$ cat src/rtl/arduino_digit_receiver_pkg.sv
// Shared definitions for the FPGA-to-Arduino digit link: link timing,
// receiver FSM states and error cause encoding.
package arduino_digit_receiver_pkg;

   // Nominal strobe-high and gap-low length in hwclk cycles (1/10 s).
   localparam int unsigned HOLD_TIME = 1200000;

   typedef enum logic [2:0] {
      ST_IDLE,
      ST_QUAL,
      ST_HOLD,
      ST_STUCK,
      ST_GAP
   } rx_state_t;

   localparam logic [1:0] ERR_NONE     = 2'b00;
   localparam logic [1:0] ERR_RUNT     = 2'b01;
   localparam logic [1:0] ERR_UNSTABLE = 2'b10;
   localparam logic [1:0] ERR_STUCK    = 2'b11;

endpackage

$ cat src/rtl/arduino_digit_receiver_sync2.sv
// Two-flop synchroniser for one asynchronous link line.
module arduino_digit_receiver_sync2 (
   input  logic hwclk,
   input  logic rst_n,
   input  logic d,
   output logic q
);

   logic meta;

   always_ff @(posedge hwclk or negedge rst_n) begin
      if (!rst_n) begin
         meta <= 1'b0;
         q    <= 1'b0;
      end else begin
         meta <= d;
         q    <= meta;
      end
   end

endmodule

$ cat src/rtl/arduino_digit_receiver.sv
// Digit link receiver: qualifies strobe width and data stability, latches
// each digit and assembles CODE_LEN digits into a keylock code word.
//
//   state | meaning
//   IDLE  | waiting for strobe high; data captured on its arrival
//   QUAL  | strobe high, timing MIN_HIGH with data held steady
//   HOLD  | digit accepted, waiting for strobe low (stuck watchdog armed)
//   STUCK | strobe exceeded MAX_HIGH, waiting for it to drop
//   GAP   | strobe low must persist MIN_LOW cycles; any high restarts it
module arduino_digit_receiver #(
   parameter int unsigned HOLD_TIME = arduino_digit_receiver_pkg::HOLD_TIME,
   parameter int unsigned MIN_HIGH  = HOLD_TIME / 2,
   parameter int unsigned MAX_HIGH  = HOLD_TIME * 2,
   parameter int unsigned MIN_LOW   = HOLD_TIME / 2,
   parameter int unsigned CODE_LEN  = 4
) (
   input  logic                              hwclk,
   input  logic                              rst_n,
   input  logic                              in0,
   input  logic                              in1,
   input  logic                              in2,
   input  logic                              controlIn,
   input  logic                              clear,
   output logic [3:0]                        num,
   output logic                              valid,
   output logic [3*CODE_LEN-1:0]             code,
   output logic                              code_valid,
   output logic [$clog2(CODE_LEN+1)-1:0]     digit_count,
   output logic                              error,
   output logic [1:0]                        err_code
);
   import arduino_digit_receiver_pkg::*;

   localparam int CW = $clog2(CODE_LEN + 1);
   localparam logic [CW-1:0] CNT_ONE  = CW'(1);
   localparam logic [CW-1:0] CNT_LAST = CW'(CODE_LEN - 1);

   // Down-counter reload values; terminal count is zero.  The stuck value is
   // one past MAX_HIGH so the error fires only once the high time exceeds it.
   localparam logic [31:0] T_MIN_HIGH = 32'(MIN_HIGH);
   localparam logic [31:0] T_STUCK    = 32'(MAX_HIGH + 1);
   localparam logic [31:0] T_MIN_LOW  = 32'(MIN_LOW);

   logic [3:0] raw;
   logic [3:0] synced;
   logic [2:0] data_s;
   logic       ctrl_s;

   assign raw    = {controlIn, in2, in1, in0};
   assign data_s = synced[2:0];
   assign ctrl_s = synced[3];

   for (genvar i = 0; i < 4; i++) begin : g_sync
      arduino_digit_receiver_sync2 u_sync (
         .hwclk (hwclk),
         .rst_n (rst_n),
         .d     (raw[i]),
         .q     (synced[i])
      );
   end

   rx_state_t   state;
   logic [31:0] tmr;
   logic [2:0]  d_cap;

   always_ff @(posedge hwclk or negedge rst_n) begin
      if (!rst_n) begin
         state       <= ST_IDLE;
         tmr         <= '0;
         d_cap       <= '0;
         num         <= '0;
         valid       <= 1'b0;
         code        <= '0;
         code_valid  <= 1'b0;
         digit_count <= '0;
         error       <= 1'b0;
         err_code    <= ERR_NONE;
      end else begin
         valid      <= 1'b0;
         code_valid <= 1'b0;
         error      <= 1'b0;
         if (clear) digit_count <= '0;

         case (state)
            ST_IDLE: begin
               if (ctrl_s) begin
                  d_cap <= data_s;
                  tmr   <= T_MIN_HIGH;
                  state <= ST_QUAL;
               end
            end

            ST_QUAL: begin
               if (!ctrl_s) begin
                  error       <= 1'b1;
                  err_code    <= ERR_RUNT;
                  digit_count <= '0;
                  tmr         <= T_MIN_LOW;
                  state       <= ST_GAP;
               end else if (data_s != d_cap) begin
                  error       <= 1'b1;
                  err_code    <= ERR_UNSTABLE;
                  digit_count <= '0;
                  tmr         <= T_MIN_LOW;
                  state       <= ST_GAP;
               end else if (tmr == '0) begin
                  num   <= {1'b0, d_cap};
                  valid <= 1'b1;
                  code  <= {code[3*CODE_LEN-4:0], d_cap};
                  // clear takes precedence over the count update
                  if (!clear) begin
                     if (digit_count == CNT_LAST) begin
                        digit_count <= '0;
                        code_valid  <= 1'b1;
                     end else begin
                        digit_count <= digit_count + CNT_ONE;
                     end
                  end
                  tmr   <= T_STUCK;
                  state <= ST_HOLD;
               end else begin
                  tmr <= tmr - 32'd1;
               end
            end

            ST_HOLD: begin
               if (!ctrl_s) begin
                  tmr   <= T_MIN_LOW;
                  state <= ST_GAP;
               end else if (tmr == '0) begin
                  error       <= 1'b1;
                  err_code    <= ERR_STUCK;
                  digit_count <= '0;
                  state       <= ST_STUCK;
               end else begin
                  tmr <= tmr - 32'd1;
               end
            end

            ST_STUCK: begin
               if (!ctrl_s) begin
                  tmr   <= T_MIN_LOW;
                  state <= ST_GAP;
               end
            end

            ST_GAP: begin
               if (ctrl_s) begin
                  tmr <= T_MIN_LOW;
               end else if (tmr == '0) begin
                  state <= ST_IDLE;
               end else begin
                  tmr <= tmr - 32'd1;
               end
            end

            default: state <= ST_IDLE;
         endcase
      end
   end

endmodule

$ cat config.mk
export PLATFORM = sky130hd
export DESIGN_NAME = arduino_digit_receiver
export DESIGN_NICKNAME = d
export VERILOG_FILES = /design/src/rtl/arduino_digit_receiver_pkg.sv /design/src/rtl/arduino_digit_receiver_sync2.sv /design/src/rtl/arduino_digit_receiver.sv
export SDC_FILE = /design/constraint.sdc
export NUM_CORES = 1
export LEC_CHECK = 0
export CAP_MARGIN = 10
export CORE_MARGIN = 2
export CORE_UTILIZATION = 30
export DETAILED_ROUTE_END_ITERATION = 12
export PLACE_DENSITY = 0.52
export SYNTH_ARGS = -nofsm -noshare
export SYNTH_HDL_FRONTEND = slang
export SYNTH_SLANG_ARGS = --single-unit
$ cat constraint.sdc
create_clock -name hwclk -period 4.1 [get_ports hwclk]
set_input_delay 0.82 -clock hwclk [delete_from_list [all_inputs] [get_ports hwclk]]
set_output_delay 0.82 -clock hwclk [all_outputs]
set_load 0.05 [all_outputs]
Word level (Yosys, flattened, before mapping)

Cells that the tools add are included.

Bits in registers: 69
Output and inout port bits: 24
Logic and storage cells: 92

Add/subtract/negate cells: 2
Equal/unequal tests: 15
Mux-type cells: 47
Bitwise operators: 1
Reductions and logical operators: 9

Operators by type and width:

| kind                                                   | count |
|---|---|
| 2-to-1 mux 32 bit                                      | 8 |
| case mux 32 bit (5 select lines)                       | 1 |
| 2-to-1 mux 3 bit                                       | 17 |
| logical NOT 32 bit                                     | 1 |
| subtractor 32 x 1 -> 32 bit (second input constant)    | 1 |
| case mux 3 bit (5 select lines)                        | 1 |
| 2-to-1 mux 1 bit                                       | 13 |
| equality test 3 x 2 -> 1 bit (second input constant)   | 3 |
| 2-to-1 mux 2 bit                                       | 4 |
| inequality test 2 bit (second input constant)          | 4 |
| AND reduction 4 bit                                    | 2 |
| inequality test 3 bit (second input constant)          | 2 |
| case mux 3 bit (2 select lines)                        | 1 |
| AND reduction 6 bit                                    | 1 |
| nonzero test 5 bit                                     | 1 |
| inequality test 2 x 1 -> 1 bit (second input constant) | 2 |
| inequality test 4 bit (second input constant)          | 1 |
| case mux 2 bit (2 select lines)                        | 1 |
| adder 3 x 1 -> 3 bit (second input constant)           | 1 |
| equality test 3 x 1 -> 1 bit (second input constant)   | 1 |
| equality test 3 bit (second input constant)            | 1 |
| logical NOT 3 bit                                      | 1 |
| inequality test 3 bit                                  | 1 |
| AND reduction 3 bit                                    | 1 |
| 4 further kinds                                        | 4 |

Depth between registers and ports, before layout

Word-level depth: 7
Depth in mapped cells: 10
Mapped depth without buffers: 8

Modules after synthesis

A second synthesis with hierarchy kept.

Cells, all modules: 370
Area, all modules: 3429.5 µm²

Modules (own cells, without submodules):

| module                       | instances | cells an instance | area each (µm²) | seq. area each (µm²) |
|---|---|---|---|---|
| arduino_digit_receiver       | 1         | 362               | 3229.3          | 1451.4 |
| arduino_digit_receiver_sync2 | 4         | 2                 | 50.0            | 50.0 |

Worst setup path after synthesis

Ideal clock, no wire load.

Kind: flip-flop to flip-flop
From: register tmr[8]
To: register tmr[28]
Arrival time: 2.184 ns
Data required time: 3.976 ns
Setup slack: 1.792 ns
Cell stages (with the launch flop): 7
Path buffers: 0
Cell sequence: dfrtp_1 > or4_4 > nor2_4 > o211ai_2 > or4_4 > and3_4 > a211o_1

Longest elaborated chain between the ends: 5

RTL lines:

| what                                                                     | RTL line                      | text |
|---|---|---|
| start, declared                                                          | arduino_digit_receiver.sv:63  | `logic [31:0] tmr;` |
| start signal, assigned                                                   | arduino_digit_receiver.sv:122 | `tmr <= tmr - 32'd1;` |
| start signal, assigned                                                   | arduino_digit_receiver.sv:136 | `tmr <= tmr - 32'd1;` |
| start signal, assigned                                                   | arduino_digit_receiver.sv:153 | `tmr <= tmr - 32'd1;` |
| subtractor 32 x 1 -> 32 bit / logical NOT 32 bit (equally long branches) | -                             |  |
| 2-to-1 mux 32 bit                                                        | arduino_digit_receiver.sv:106 | `end else if (tmr == '0) begin` |
| 2-to-1 mux 32 bit                                                        | arduino_digit_receiver.sv:100 | `end else if (data_s != d_cap) begin` |
| 2-to-1 mux 32 bit                                                        | arduino_digit_receiver.sv:94  | `if (!ctrl_s) begin` |
| case mux 32 bit (5 select lines) *                                       | arduino_digit_receiver.sv:84  | `case (state)` |

Mark *: on every way between the ends. The rest lies on a longest branch, timed or not.
A chain may end at the register's enable or synchronous reset.

Worst setup path after layout

From: register state[0]
To: register tmr[25]

Longest elaborated chain between the ends: 3

RTL lines:

| what                                                 | RTL line                     | text |
|---|---|---|
| start, declared                                      | arduino_digit_receiver.sv:62 | `rx_state_t state;` |
| start signal, assigned                               | arduino_digit_receiver.sv:68 | `state <= ST_IDLE;` |
| start signal, assigned                               | arduino_digit_receiver.sv:89 | `state <= ST_QUAL;` |
| start signal, assigned                               | arduino_digit_receiver.sv:99 | `state <= ST_GAP;` |
| equality test 3 bit (tied with other cells)          | arduino_digit_receiver.sv:84 |  |
| nonzero test 5 bit (no line) (tied with other cells) | -                            |  |
| AND reduction 3 bit (no line)                        | -                            |  |

Several ways; a longest one is shown, not always the timed one.

==> out/metrics.yaml <==
num_rows: 39
comb_power_share_pct: 28.2
ys.flop_type: "dfrtp_1"
timing.fmax_mhz: 342
antenna_found_initial: 0
cts_hold_buf: 0
clk_latency_ns: 0.33
worstPathRequired_ns: 4.27
switchingPower_w: 0.000825
drv_cap: 0
rr_worst_depth: 6
ys_warn_count: 0
crit_chain: "or3b_2, a41oi_1, or2_1, nor2_1, o211ai_1, o21ai_0"
synth-async-reset-ratio_pct: 100
power.density_nw_per_um2: 548
final_common_cell: "dfrtp_1"
core-area_um2: 11500
synth_fp_nets: 388
cts_root_buf: "clkbuf_16"
status: "finished clean"
first_global_vias: 2819
busiest_layer: "met2"
seqPwrFrac_pct: 35.4
slowest_delay_ns: 0.75
synth_area_leaders: "dfrtp_1 (47%), nand2_1 (5.8%), a21oi_1 (3.1%)"
cp-end-kind: "flop"
path_buf_inv: 0
drt-vias-per-instance: 5.29
start_util_pct: 31.0
final_cell_mix: "dfrtp_1 (66), nand2_1 (55), clkdlybuf4s50_1 (28), nor2_1 (26), a21oi_1 (22)"
synth_seq_cells: 66
finalMaxSlewViolations: 0
cp_max_fo: 24
synth_seq_area_share_pct: 46.5
synth_area_per_cell_um2: 9.42
rrSetupSlack_ns: 1.17
routed_wl_um: 8650
stdcell_area_um2: 4250
max-vdd-ir-drop_mv: 0.287
finalSetupViolations: 0
critPathArrivalTime_ns: 3.10
drc: 0
cts_num_sinks: 66
power_w: 0.00233
cts_buffers: 9
die-area_um2: 12700
firstDrtPassIters: 4
wire_per_inst_um: 15.9
start_kind: "flop"
clock_power_share_pct: 36.4
swShare_pct: 35.4
grt_setup_unrepaired: "no"
tns_ns: 0
power_leakage_nw: 1.77
fillCellCount: 1157
drt_iter0_markers: 169
cts_buffer_depth: 2
dp_hpwl_um: 5950
hold-path-cell-count: 0
cts-resized-gates: 0
io_pins: 31
syn_inst: 377
cpLargestDelayFamily: "simple AND/OR/NAND/NOR gates"
synth_top_area_share_pct: 46.5
grt_pass1_wl_um: 14800
grt_util_met2_pct: 22.8
portBuffers: 29
synth_area_um2: 3550
min_period_over_period_pct: 71.4
crit_slowest_cell: "or2_1"
grt_use_met3_pct: 3.75
postCtsSetupBuffers: 0
synth_cell_types: 75
grt_max_degree: 26
ctsHtreeMaxLevel: 3
diodes: 0
skew_ns: 0.00687
drive_above_1_share_pct: 12.7
path_clk_slew_ns: 0.06
dr_total_vias: 2881
path_class: "reg -> reg"
tightest_slew_ns: 0.879
place.gp.congestion: 0.826
syn_to_final_growth_pct: 19.7
ant_nets: 0
synth_top_area_cell: "dfrtp_1"
fin_crit_ns: 2.93
cts_tree: "built"
hold_class: "reg -> reg"
hold_violations: 0
cp.depth: 6
dpl_cell_area_um2: 3920
grt_overflow: 0
synth_edf_count: 0
grt_usage_pct: 14.5
fp.dieH_um: 113
use_met1_pct: 20.3
die_w_um: 113
intPower_w: 0.00150
max-slew-margin-rel_pct: 41.4
nNetsFinal: 408
==> flip-flops by register name, summed over array words and instances (netlist names) <==
register	cells
code_valid	1
g_sync.u_sync.q	4
err_code	2
code	12
valid	1
error	1
digit_count	3
d_cap	3
state	3
g_sync.u_sync.meta	4
tmr	32
==> stage by stage <==
| step | setup slack (ns) | util, % | instances | hold slack [ns] |
|---|---|---|---|---|
| 3_5_place_dp | 1.19 | 34.2 | 529 | 0.335 |
| 4_1_cts | 1.15 | 37.1 | 545 | 0.349 |
| 3_3_place_gp | 1.28 | 34.2 | 529 | 0.333 |
| 2_1_floorplan | 1.79 | - | 377 | 0.331 |
| 5_1_grt | 0.964 | 37.1 | 545 | 0.362 |
| 6_report | 1.17 | 37.1 | 545 | 0.347 |
==> power groups by stage <==
stage | clock network (W) | logic, W | registers (W)
6_report | 0.000848 | 0.000656 | 0.000826
5_1_grt | 0.000897 | 0.000730 | 0.000841
3_3_place_gp | 0 | 0.000655 | 0.000832
2_1_floorplan | 0 | 0.000463 | 0.000841
4_1_cts | 0.000866 | 0.000661 | 0.000825
3_5_place_dp | 0 | 0.000659 | 0.000836
==> final timing paths <==
kind / from / endpoint
max reg2reg: state[0] / tmr[25]
max in group asynchronous: rst_n / code_valid
min in group asynchronous: rst_n / tmr[4]
max: state[0] / tmr[25]
min reg2reg: g_sync[2].u_sync.meta / g_sync[2].u_sync.q
min: g_sync[2].u_sync.meta / g_sync[2].u_sync.q
==> layout make-up <==
cell class              instances  area [um2]  area share [%]
clock buffers                   9         225            5.30
clock inverters                 7         103            2.41
inverters                       5        18.8           0.442
multi-input cells             282        1760            41.3
flip-flops and latches         66        1650            38.9
well taps                     143         179            4.21
repair buffers                 33         315            7.42
==> cell usage after synthesis, types with 6 or more instances <==
| cell | number |
|---|---|
| buf_2 | 12 |
| nor4_1 | 8 |
| o21ai_0 | 18 |
| a31oi_1 | 9 |
| clkbuf_1 | 7 |
| nor3_1 | 14 |
| dfrtp_1 | 66 |
| or4_1 | 6 |
| nor2_1 | 26 |
| nand3_1 | 7 |
| a21oi_1 | 22 |
| nand2_1 | 55 |
==> cells by family (layout without fill, tap and decap cells) <==
kind of cell    Yosys count  after routing  share of synthesized area (%)
simple gates            171            171                           27.3
flops                    66             66                           46.5
buf+inv                  29             54                           4.12
fa+ha+maj                 4              4                           1.41
compound gates           98             98                           18.3
xor+xnor                  5              5                           1.23
mux                       3              3                          0.952
other cells               1              1                          0.106
==> per-layer routing <==
layer	vias up	wire length [um]	share of wire, %
li1	1432	-	-
met1	1392	4190	48
met2	51	4080	47
met3	6	315	3.6
met4	0	58	0.67
met5	-	0	0
No activity file was read; power rests on OpenSTA's default activity.
